## config.mk

```make
export PLATFORM = sky130hd
export DESIGN_NAME = layer_batch_sequencer
export DESIGN_NICKNAME = d
export VERILOG_FILES = /design/src/rtl/layer_batch_sequencer.sv
export SDC_FILE = /design/constraint.sdc
export NUM_CORES = 1
export LEC_CHECK = 0
export BUFFER_PORTS_ARGS = -buffer_cell sky130_fd_sc_hd__buf_4
export CORE_MARGIN = 5
export CORE_UTILIZATION = 59
export DETAILED_ROUTE_END_ITERATION = 8
export GPL_TIMING_DRIVEN = 0
export PLACE_DENSITY = 0.86
export SYNTH_ARGS = -nofsm -noshare
export SYNTH_HDL_FRONTEND = slang
export SYNTH_SLANG_ARGS = --single-unit
```

## constraint.sdc

```tcl
create_clock -name clk -period 2.7 [get_ports clk]
set_input_delay 0 -clock clk [delete_from_list [all_inputs] [get_ports clk]]
set_output_delay 0 -clock clk [all_outputs]
set_load 0.01 [all_outputs]
```

## src/rtl/layer_batch_sequencer.sv

```systemverilog
// Walks layers layer_first..effective last, running one load/schedule handshake per batch.
// Both wait states are guarded by a watchdog that parks the block in ERROR until reset.
module layer_batch_sequencer #(
   parameter int unsigned BATCHES_L0 = 8,
   parameter int unsigned BATCHES_L1 = 8,
   parameter int unsigned BATCHES_L2 = 4,
   parameter int unsigned BATCHES_L3 = 2,
   parameter int unsigned WDOG_LIMIT = 1048575
) (
   input  logic       clk,
   input  logic       rst_n,
   input  logic       start,
   input  logic [1:0] layer_first,
   input  logic [1:0] layer_last,
   input  logic       load_done,
   input  logic       sched_done,
   output logic       load_req,
   output logic       sched_start,
   output logic [1:0] current_layer_id,
   output logic [2:0] current_batch_id,
   output logic       busy,
   output logic       layer_done,
   output logic       all_done,
   output logic       err
);

   // state       | meaning
   // IDLE        | waiting for start, ids hold last run's final values
   // LOAD_REQ    | one-cycle load_req pulse for the current batch
   // LOAD_WAIT   | waiting for load_done, watchdog running
   // SCHED_START | one-cycle sched_start pulse
   // SCHED_WAIT  | waiting for sched_done, watchdog running
   // NEXT        | advance batch/layer or finish
   // FINISH      | layer_done + all_done pulse, back to IDLE
   // ERROR       | watchdog expired, held until reset
   typedef enum logic [2:0] {
      IDLE, LOAD_REQ, LOAD_WAIT, SCHED_START, SCHED_WAIT, NEXT, FINISH, ERROR
   } state_t;

   localparam logic [19:0] WDOG_LOAD = 20'(WDOG_LIMIT - 1);

   state_t      state_q;
   logic [1:0]  layer_q;
   logic [1:0]  last_q;
   logic [2:0]  batch_q;
   logic [19:0] wdog_q;
   logic        load_req_q;
   logic        sched_start_q;
   logic        busy_q;
   logic        layer_done_q;
   logic        all_done_q;
   logic        err_q;
   logic [2:0]  last_batch_d;

   function automatic logic [2:0] last_batch(input logic [1:0] layer);
      case (layer)
         2'd0:    last_batch = 3'(BATCHES_L0 - 1);
         2'd1:    last_batch = 3'(BATCHES_L1 - 1);
         2'd2:    last_batch = 3'(BATCHES_L2 - 1);
         default: last_batch = 3'(BATCHES_L3 - 1);
      endcase
   endfunction

   always_comb begin
      last_batch_d = last_batch(layer_q);
   end

   always_ff @(posedge clk or negedge rst_n) begin
      if (!rst_n) begin
         state_q       <= IDLE;
         layer_q       <= 2'd0;
         last_q        <= 2'd0;
         batch_q       <= 3'd0;
         wdog_q        <= 20'd0;
         load_req_q    <= 1'b0;
         sched_start_q <= 1'b0;
         busy_q        <= 1'b0;
         layer_done_q  <= 1'b0;
         all_done_q    <= 1'b0;
         err_q         <= 1'b0;
      end else begin
         load_req_q    <= 1'b0;
         sched_start_q <= 1'b0;
         layer_done_q  <= 1'b0;
         all_done_q    <= 1'b0;
         case (state_q)
            IDLE: begin
               if (start) begin
                  layer_q    <= layer_first;
                  // A reversed range collapses to a single-layer run.
                  last_q     <= (layer_last < layer_first) ? layer_first : layer_last;
                  batch_q    <= 3'd0;
                  state_q    <= LOAD_REQ;
                  load_req_q <= 1'b1;
                  busy_q     <= 1'b1;
               end
            end
            LOAD_REQ: begin
               state_q <= LOAD_WAIT;
               wdog_q  <= WDOG_LOAD;
            end
            LOAD_WAIT: begin
               if (load_done) begin
                  state_q       <= SCHED_START;
                  sched_start_q <= 1'b1;
               end else if (wdog_q == 20'd0) begin
                  state_q <= ERROR;
                  busy_q  <= 1'b0;
                  err_q   <= 1'b1;
               end else begin
                  wdog_q <= wdog_q - 20'd1;
               end
            end
            SCHED_START: begin
               state_q <= SCHED_WAIT;
               wdog_q  <= WDOG_LOAD;
            end
            SCHED_WAIT: begin
               if (sched_done) begin
                  state_q <= NEXT;
               end else if (wdog_q == 20'd0) begin
                  state_q <= ERROR;
                  busy_q  <= 1'b0;
                  err_q   <= 1'b1;
               end else begin
                  wdog_q <= wdog_q - 20'd1;
               end
            end
            NEXT: begin
               if (batch_q < last_batch_d) begin
                  batch_q    <= batch_q + 3'd1;
                  state_q    <= LOAD_REQ;
                  load_req_q <= 1'b1;
               end else if (layer_q < last_q) begin
                  layer_q      <= layer_q + 2'd1;
                  batch_q      <= 3'd0;
                  state_q      <= LOAD_REQ;
                  load_req_q   <= 1'b1;
                  layer_done_q <= 1'b1;
               end else begin
                  state_q      <= FINISH;
                  layer_done_q <= 1'b1;
                  all_done_q   <= 1'b1;
               end
            end
            FINISH: begin
               state_q <= IDLE;
               busy_q  <= 1'b0;
            end
            ERROR: begin
               busy_q <= 1'b0;
               err_q  <= 1'b1;
            end
            default: begin
               state_q <= IDLE;
               busy_q  <= 1'b0;
            end
         endcase
      end
   end

   assign load_req         = load_req_q;
   assign sched_start      = sched_start_q;
   assign current_layer_id = layer_q;
   assign current_batch_id = batch_q;
   assign busy             = busy_q;
   assign layer_done       = layer_done_q;
   assign all_done         = all_done_q;
   assign err              = err_q;

endmodule

```

---- Word level (Yosys, flattened, before mapping) ----
Cells that the tools add are included.
operators by class
  add/subtract/negate cells ............... 3
  $lt $le $gt $ge ......................... 3
  eq/ne operators ......................... 15
  muxes and demuxes ....................... 41
  reduce and logical (&&, ||, !) cells .... 18
operators with widths
  kind                                                  number
  2-to-1 mux 20 bit                                     3
  one-hot mux 20 bit (3 select lines)                   1
  2-to-1 mux 3 bit                                      9
  one-hot mux 3 bit (7 select lines)                    1
  logical NOT 20 bit                                    1
  subtractor 20 x 1 -> 20 bit (second input constant)   1
  2-to-1 mux 1 bit                                      17
  equality test 3 bit (second input constant)           4
  one-hot mux 3 bit (2 select lines)                    2
  != test 2 bit (second input constant)                 5
  AND reduction 3 bit                                   3
  2-to-1 mux 2 bit                                      4
  AND reduction 4 bit                                   2
  nonzero test 7 bit                                    1
  equality test 3 x 2 -> 1 bit (second input constant)  2
  nonzero test 3 bit                                    2
  OR reduction 2 bit                                    3
  less-than comparator 2 bit                            2
  one-hot mux 1 bit (4 select lines)                    1
  one-hot mux 2 bit (2 select lines)                    1
  AND reduction 2 bit                                   2
  nonzero test 4 bit                                    1
  adder 3 x 1 -> 3 bit (second input constant)          1
  equality test 3 x 1 -> 1 bit (second input constant)  1
  10 further kinds                                      10
word-level totals
  bits in registers ....................... 36
  bits of input ports ..................... 9
  output and inout port bits .............. 11
  word-level logic and storage cells ...... 91

---- Depth between registers and ports, before layout ----
Gate-level depths: netlist of the first run.
  word-level depth ........................ 6
  gate-level depth with buffers ........... 8
  mapped depth without buffers ............ 8

---- Worst setup path before layout of the first run ----
Ideal clock, no wire load.
  path kind ............................... reg2reg
  from .................................... reg wdog_q[0]
  to ...................................... reg wdog_q[6]
  library setup time ...................... 132 ps
  arrival ................................. 1843 ps
  required time ........................... 2568 ps
  slack ................................... 726 ps
  stages on the path, launching flop included .. 9
  buffers on the path ..................... 1
  cell sequence ........................... dfrtp_1 > inv_1 > ha_1 > nor3b_1 > nand4_2 > o31ai_2 > buf_6 > nor3_1 > or3b_1
between the ends
  word-level cells in the longest chain between the ends .. 4
  elaborated cells between the ends (all ways) .. 6
RTL lines
  what                                                               RTL line  RTL
  from (decl)                                                        46        logic [19:0] wdog_q;
  from (signal assigned)                                             111       wdog_q <= wdog_q - 20'd1;
  from (signal assigned)                                             126       wdog_q <= wdog_q - 20'd1;
  subtractor 20 x 1 -> 20 bit or logical NOT 20 bit (tied branches)  --
  2-to-1 mux 20 bit *                                                106, 121
  2-to-1 mux 20 bit (on tied branches)                               119, 103
  one-hot mux 20 bit (3 select lines) *                              86        case (state_q)
Mark *: on every way between the ends. The rest lies on a longest branch, timed or not. The select of a mux whose other input is x is not followed.
A chain may end at the register's enable or synchronous reset.

---- Final worst setup path of the first run ----
  from .................................... reg wdog_q[0]
  to ...................................... reg wdog_q[13]
The elaborated chain is that of the path after synthesis.

==> results of run 1 <==
worst paths after layout:
kind	depth (start not counted)	endpoint	startpoint	slack (ns)
max	8	wdog_q[13]	wdog_q[0]	0.32
min	4	last_q[1]	layer_last[1]	0.11
max reg2reg	8	wdog_q[13]	wdog_q[0]	0.32
min reg2reg	1	err	err	0.49
max in group asynchronous	2	wdog_q[18]	rst_n	2.15
min in group asynchronous	2	current_batch_id[1]	rst_n	0.20
area by class of cell:
cell class | count | area, um^2 | area share
Buffer | 11 | 60.1 | 0.0241
Clock buffer | 8 | 90.1 | 0.0361
Inverter | 14 | 52.6 | 0.0211
Multi-Input combinational cell | 176 | 1150 | 0.460
Sequential cell | 36 | 901 | 0.361
Tap cell | 48 | 60.1 | 0.0241
Timing Repair Buffer | 23 | 183 | 0.0732
what timing repair did:
| action | CTS | global route |
|---|---|---|
| hold buffers | 4 | 0 |
| setup buffers | 0 | 0 |
| hold endpoints to repair | 39 | 0 |
| endpoints found under the setup margin | 0 | 0 |
per-layer routing:
metal,vias to the layer above,GRT usage,share of wire
met4,0,0.0835,0.015
met3,6,0.0497,0.051
li1,929,-,-
met2,58,0.319,0.50
met1,902,0.258,0.44
met5,-,0,0
worst register-to-register path: stages, from the launching register on:
cell and delay (ns):
dfrtp_1 0.42, inv_1 0.07, ha_1 0.19, nor3b_1 0.28
nand4_2 0.32, o21ai_1 0.31, buf_2 0.24, nor3_1 0.07
or3b_1 0.35
placed cells by master, fill, tap and decap left out, types with 3 or more instances in the layout:
| master | Yosys | final |
|---|---|---|
| nand2b_1 | 6 | 6 |
| inv_1 | 14 | 14 |
| clkbuf_8 | 0 | 6 |
| or4_1 | 5 | 5 |
| o21ai_0 | 15 | 15 |
| clkbuf_1 | 6 | 8 |
| ha_1 | 10 | 10 |
| nor3_1 | 11 | 11 |
| o211ai_1 | 3 | 3 |
| nor2_1 | 24 | 24 |
| nand2_1 | 12 | 12 |
| o31ai_1 | 5 | 5 |
| a31oi_1 | 7 | 7 |
| nand3_1 | 11 | 11 |
| or3_1 | 9 | 9 |
| o21ai_1 | 6 | 6 |
| dlygate4sd3_1 | 0 | 4 |
| dfrtp_1 | 36 | 36 |
| buf_2 | 3 | 3 |
| and4_1 | 3 | 3 |
| a21oi_1 | 8 | 8 |
| or3b_1 | 3 | 3 |
| buf_4 | 0 | 19 |
logic make-up after synthesis:
group	Yosys count
compound gates	61
xor+xnor	2
fa+ha+maj	10
buf+inv	25
flops	36
mux	3
simple gates	100
state kept, by name, indices dropped and copies added, names as in the netlist:
name	count
wdog_q	20
current_batch_id	3
state_q	3
current_layer_id	2
last_q	2
all_done	1
busy	1
err	1
layer_done	1
load_req	1
sched_start	1
power by group:
part           switching [mW]  internal (mW)  leakage (nW)
sequential              0.108          0.656         0.379
combinational           0.595          0.412         0.562
clock                   0.188          0.208        0.0455
total                   0.891           1.28         0.987
metrics by stage:
step | util | hold slack (ns)
after floorplan | - | -0.296
after global placement | 0.656 | -0.0152
after detailed placement | 0.656 | -0.0102
after CTS | 0.692 | 0.108
after global routing | 0.692 | 0.144
final | 0.692 | 0.111
==> results.sh, run 1 <==
export IMPL_outcome="finished clean"
export IMPL_dp_hpwl_um=3410
export IMPL_clkTransAtPathRegs_ns=0.07
export IMPL_cp_slowest_stage_delay_ns=0.42
export IMPL_cts_made_buffers=5
export IMPL_finalPower_mw=2.17
export IMPL_synth_top_area_cell="dfrtp_1"
export IMPL_p_leak_nw=0.987
export IMPL_drv_cap=0
export IMPL_hold_viol=0
export IMPL_track_usage=0.199
export IMPL_synthArstFlopShare=1.00
export IMPL_drt_total_wl_um=4720
export IMPL_finalSetupTns_ns=0
export IMPL_synth_area_leaders="dfrtp_1 (42%), ha_1 (5.8%), nor2_1 (4.2%)"
export IMPL_synth_most_common_cell="dfrtp_1"
export IMPL_synthSimpleGateAreaFrac=0.262
export IMPL_ios=20
export IMPL_powerDensity_mw_per_mm2=869
export IMPL_drt_iter0_markers=145
export IMPL_path_cells="inv_1, ha_1, nor3b_1, nand4_2, o21ai_1, buf_2, nor3_1, or3b_1"
export IMPL_fin_worst_skew_ns=0.00616
export IMPL_syn_area_mm2=0.00216
export IMPL_diodes=0
export IMPL_preCtsSetupSlack_ns=0.356
export IMPL_die_y_um=70.5
export IMPL_die_x_um=70.5
export IMPL_core_mm2=0.00361
export IMPL_drv_slew=0
export IMPL_yosysWarnings=0
export IMPL_min_period_ns=2.38
export IMPL_synth_compound_area_share=0.189
export IMPL_fp_row_count=22
export IMPL_dp_cells=304
export IMPL_synth_top_flop_cell="dfrtp_1"
export IMPL_synth_commonest_cells="dfrtp_1 (36), nor2_1 (24), o21ai_0 (15)"
export IMPL_start_util=0.600
export IMPL_area_growth_pct=15.4
export IMPL_cts_buffer_depth=2
export IMPL_clock_latency_ns=0.28
export IMPL_cp_start_kind="register"
export IMPL_instances_no_fill=316
export IMPL_cts_tree="built"
export IMPL_drt_wirelength_per_cell_um=14.9
export IMPL_ys_ff_latch=36
export IMPL_drive_above_1_share=0.146
export IMPL_setup_ws_ns=0.319
export IMPL_clockRootBuffer="clkbuf_8"
export IMPL_fin_crit_sh=0.882
export IMPL_post_synth_cell_area_avg_um2=9.12
export IMPL_cts_sinks=36
export IMPL_synth_distinct_cells=52
export IMPL_grt_first_pass_wirelength_um=8050
export IMPL_post_cts_resized=0
export IMPL_stdcell_area_mm2=0.00249
export IMPL_crit_path_end_kind="register"
export IMPL_htreeDepth=2
export IMPL_grt_max_degree=37
export IMPL_via_per_inst=6.00
export IMPL_syn_nets=256
export IMPL_drc_errors=0
export IMPL_dr_pass1_iters=4
export IMPL_synth_top_area_share=0.417
export IMPL_critPathRequiredTime_ns=2.86
export IMPL_rsz0062_at_grt="false"
export IMPL_die_area_mm2=0.00498
export IMPL_port_buffers=19
export IMPL_max_freq_mhz=420
export IMPL_vias=1895
export IMPL_worst_slew_pin_slew_ns=0.636
export IMPL_critPathTopFamily="simple AND/OR/NAND/NOR gates"
export IMPL_setup_viol=0
export IMPL_synth_edf_count=0
export IMPL_synth_xor_area_share=0.00810
export IMPL_min_path_type="input pin to register"
export IMPL_slew_headroom=0.572
export IMPL_ir_drop_mv=0.439
export IMPL_path_buf_inv=2
export IMPL_synth_cells=237
export IMPL_arrival_ns=2.54
export IMPL_place_gp_congestion=0.915
export IMPL_grt_pass1_vias=1790
export IMPL_layout_nets=286
export IMPL_fillCellCount=280
export IMPL_synth_top_family_by_area="simple AND/OR/NAND/NOR gates"
export IMPL_grt_overflow=0
export IMPL_synth_seq_area_share=0.417
export IMPL_cp_max_fo=10
export IMPL_crit_type="register to register"
export IMPL_place_area_mm2=0.00236
export IMPL_synth_fa_ha_area_frac=0.0579
export IMPL_antenna_found_initial=0
export IMPL_cp_slowest_cell="dfrtp_1"
export IMPL_postRouteAntennaNets=0
export IMPL_synthMuxAreaShare=0.0145
Note: power is estimated with default switching activity, not from simulation.
==> inputs of run 2 (changes only) <==
--- a/config.mk
+++ b/config.mk
@@ -7,10 +7,11 @@
 export LEC_CHECK = 0
 export BUFFER_PORTS_ARGS = -buffer_cell sky130_fd_sc_hd__buf_4
 export CORE_MARGIN = 5
-export CORE_UTILIZATION = 59
+export CORE_UTILIZATION = 63
 export DETAILED_ROUTE_END_ITERATION = 8
 export GPL_TIMING_DRIVEN = 0
-export PLACE_DENSITY = 0.86
+export PLACE_DENSITY = 0.91
 export SYNTH_ARGS = -nofsm -noshare
 export SYNTH_HDL_FRONTEND = slang
 export SYNTH_SLANG_ARGS = --single-unit
+export TNS_END_PERCENT = 5
==> constraint.sdc (replaced) <==
create_clock -name clk -period 3.1 [get_ports clk]
set_input_delay 0 -clock clk [delete_from_list [all_inputs] [get_ports clk]]
set_output_delay 0 -clock clk [all_outputs]
set_load 0.01 [all_outputs]
==> run 2 against run 1 <==
Effect of this change:
- non-clock buffer count unchanged
- combinational power down 13%
- critical endpoint unchanged
- first-iteration DRC count grew 9.0%
- critical path type unchanged
- clock-buffer cell count fell by 3
- register-to-register slack gained 0.47 ns
- hold slack worse by 0.10 ns
- sequential power is 13% lower
- final area down 1.3%
- final cell count shrank 0.63%
- via count rose by 1.4%
- sequential cell count did not move
==> results.sh, run 2 (synthesis results as in run 1) <==
export IMPL_postRouteAntennaNets=0
export IMPL_hold_viol=0
export IMPL_fin_hold_ws_ns=0.00827
export IMPL_diodes=0
export IMPL_r2r_end="wdog_q[13]"
export IMPL_drt_total_wl_um=4590
export IMPL_antenna_found_initial=0
export IMPL_vias=1921
export IMPL_p_leak_nw=0.969
export IMPL_grt_max_degree=37
export IMPL_most_common_layout_cells="dfrtp_1 (36), nor2_1 (24), buf_4 (19)"
export IMPL_fin_worst_skew_ns=0.0127
export IMPL_path_cells="inv_1, ha_1, nor3b_1, nand4_2, o21ai_1, buf_2, nor3_1, or3b_1"
export IMPL_drive_above_1_share=0.153
export IMPL_cp_startpoint="wdog_q[0]"
export IMPL_fin_crit_sh=0.745
export IMPL_cp_slowest_stage_delay_ns=0.43
export IMPL_dr_pass1_iters=4
export IMPL_drt_iter0_markers=158
export IMPL_min_path_type="input pin to register"
export IMPL_ff2ff_setup_slack_ns=0.79
export IMPL_largest_register="wdog_q"
export IMPL_whs_path_depth=4
export IMPL_cts_tree="built"
export IMPL_clkTransAtPathRegs_ns=0.12
export IMPL_slew_headroom=0.590
export IMPL_ir_drop_mv=0.349
export IMPL_cp_slowest_cell="dfrtp_1"
export IMPL_htreeDepth=2
export IMPL_r2r_start="wdog_q[0]"
export IMPL_fp_row_count=21
export IMPL_layout_nets=286
export IMPL_ios=20
export IMPL_track_usage=0.229
export IMPL_core_mm2=0.00334
export IMPL_max_freq_mhz=433
export IMPL_cp_start_kind="register"
export IMPL_worst_slew_pin_slew_ns=0.610
export IMPL_arrival_ns=2.55
export IMPL_critPathRequiredTime_ns=3.34
export IMPL_place_area_mm2=0.00236
export IMPL_crit_path_end_kind="register"
export IMPL_die_y_um=68.6
export IMPL_grt_first_pass_wirelength_um=8140
export IMPL_via_per_inst=6.12
export IMPL_cts_buffer_depth=2
export IMPL_crit_type="register to register"
export IMPL_largest_register_ffs=20
export IMPL_cts_made_buffers=5
export IMPL_place_gp_congestion=0.909
export IMPL_dp_hpwl_um=3330
export IMPL_die_x_um=68.6
export IMPL_fillCellCount=240
export IMPL_min_period_ns=2.31
export IMPL_clockRootBuffer="clkbuf_4"
export IMPL_area_growth_pct=13.9
export IMPL_die_area_mm2=0.00470
export IMPL_drv_slew=0
export IMPL_start_util=0.648
export IMPL_rsz0062_at_grt="false"
export IMPL_drv_cap=0
export IMPL_worstRegToRegCells=8
export IMPL_setup_viol=0
export IMPL_grt_pass1_vias=1808
export IMPL_stdcell_area_mm2=0.00246
export IMPL_clock_latency_ns=0.36
export IMPL_layout_commonest_cell="dfrtp_1"
export IMPL_grt_overflow=0
export IMPL_cts_sinks=36
export IMPL_outcome="finished clean"
export IMPL_drc_errors=0
export IMPL_port_buffers=19
export IMPL_drt_wirelength_per_cell_um=14.6
export IMPL_endpoint="wdog_q[13]"
export IMPL_powerDensity_mw_per_mm2=732
export IMPL_finalSetupTns_ns=0
export IMPL_cp_max_fo=10
run 2: cell count changes in the layout (fill, tap and decap cells not counted), sizes merged:
cell	delta
clkbuf	-3
clkinv	+1
clkinvlp	+2
run 2: how the worst min path moves through the flow:
stage	startpoint	to	slack (ns)
2_1_floorplan	rst_n	all_done	-0.30
3_3_place_gp	rst_n	current_batch_id[1]	-0.02
3_5_place_dp	rst_n	current_batch_id[0]	-0.02
4_1_cts	layer_last[1]	last_q[1]	0.01
5_1_grt	layer_last[1]	last_q[1]	0.03
6_report	layer_last[1]	last_q[1]	0.008
run 2: power breakdown:
group,total [mW],leakage [nW],internal [mW],switching [mW]
logic,0.874,0.562,0.361,0.514
registers,0.662,0.379,0.570,0.0924
clock network,0.266,0.0274,0.0891,0.177
total,1.80,0.969,1.02,0.783
run 2: layer usage:
| metal | track usage | routed length [um] |
|---|---|---|
| met1 | 0.288 | 2000 |
| met2 | 0.383 | 2300 |
| met3 | 0.0454 | 194 |
| met4 | 0.0968 | 97 |
| met5 | 0 | 0 |
run 2: repair_timing:
action	CTS	global route
hold buffers	4	0
buffers inserted	0	0
resized for setup	0	0
endpoints found under the hold margin	39	0
run 2: stage by stage:
step,power [mW],utilization,setup slack [ns],std cells
6_report,1.80,0.738,0.792,314
4_1_cts,1.80,0.738,0.813,314
3_3_place_gp,1.50,0.708,0.846,302
2_1_floorplan,1.28,-,1.13,237
5_1_grt,1.95,0.738,0.549,314
3_5_place_dp,1.54,0.708,0.844,302
run 2: layout make-up:
| class | instances | area [um^2] | share of cell area |
|---|---|---|---|
| plain buffers | 11 | 60.1 | 0.0244 |
| multi-input cells | 176 | 1150 | 0.466 |
| clock inverters | 3 | 23.8 | 0.00965 |
| inverters | 14 | 52.6 | 0.0213 |
| repair buffers | 23 | 183 | 0.0741 |
| clock buffers | 5 | 37.5 | 0.0152 |
| well taps | 46 | 57.6 | 0.0234 |
| flip-flops and latches | 36 | 901 | 0.366 |
run 2: critical path, delay by kind of cell, from the launching register on:
family	cells	cell delay, ns
compound gates	1	0.28
simple gates	4	0.95
buf+inv	2	0.33
flops	1	0.43
fa+ha+maj	1	0.20
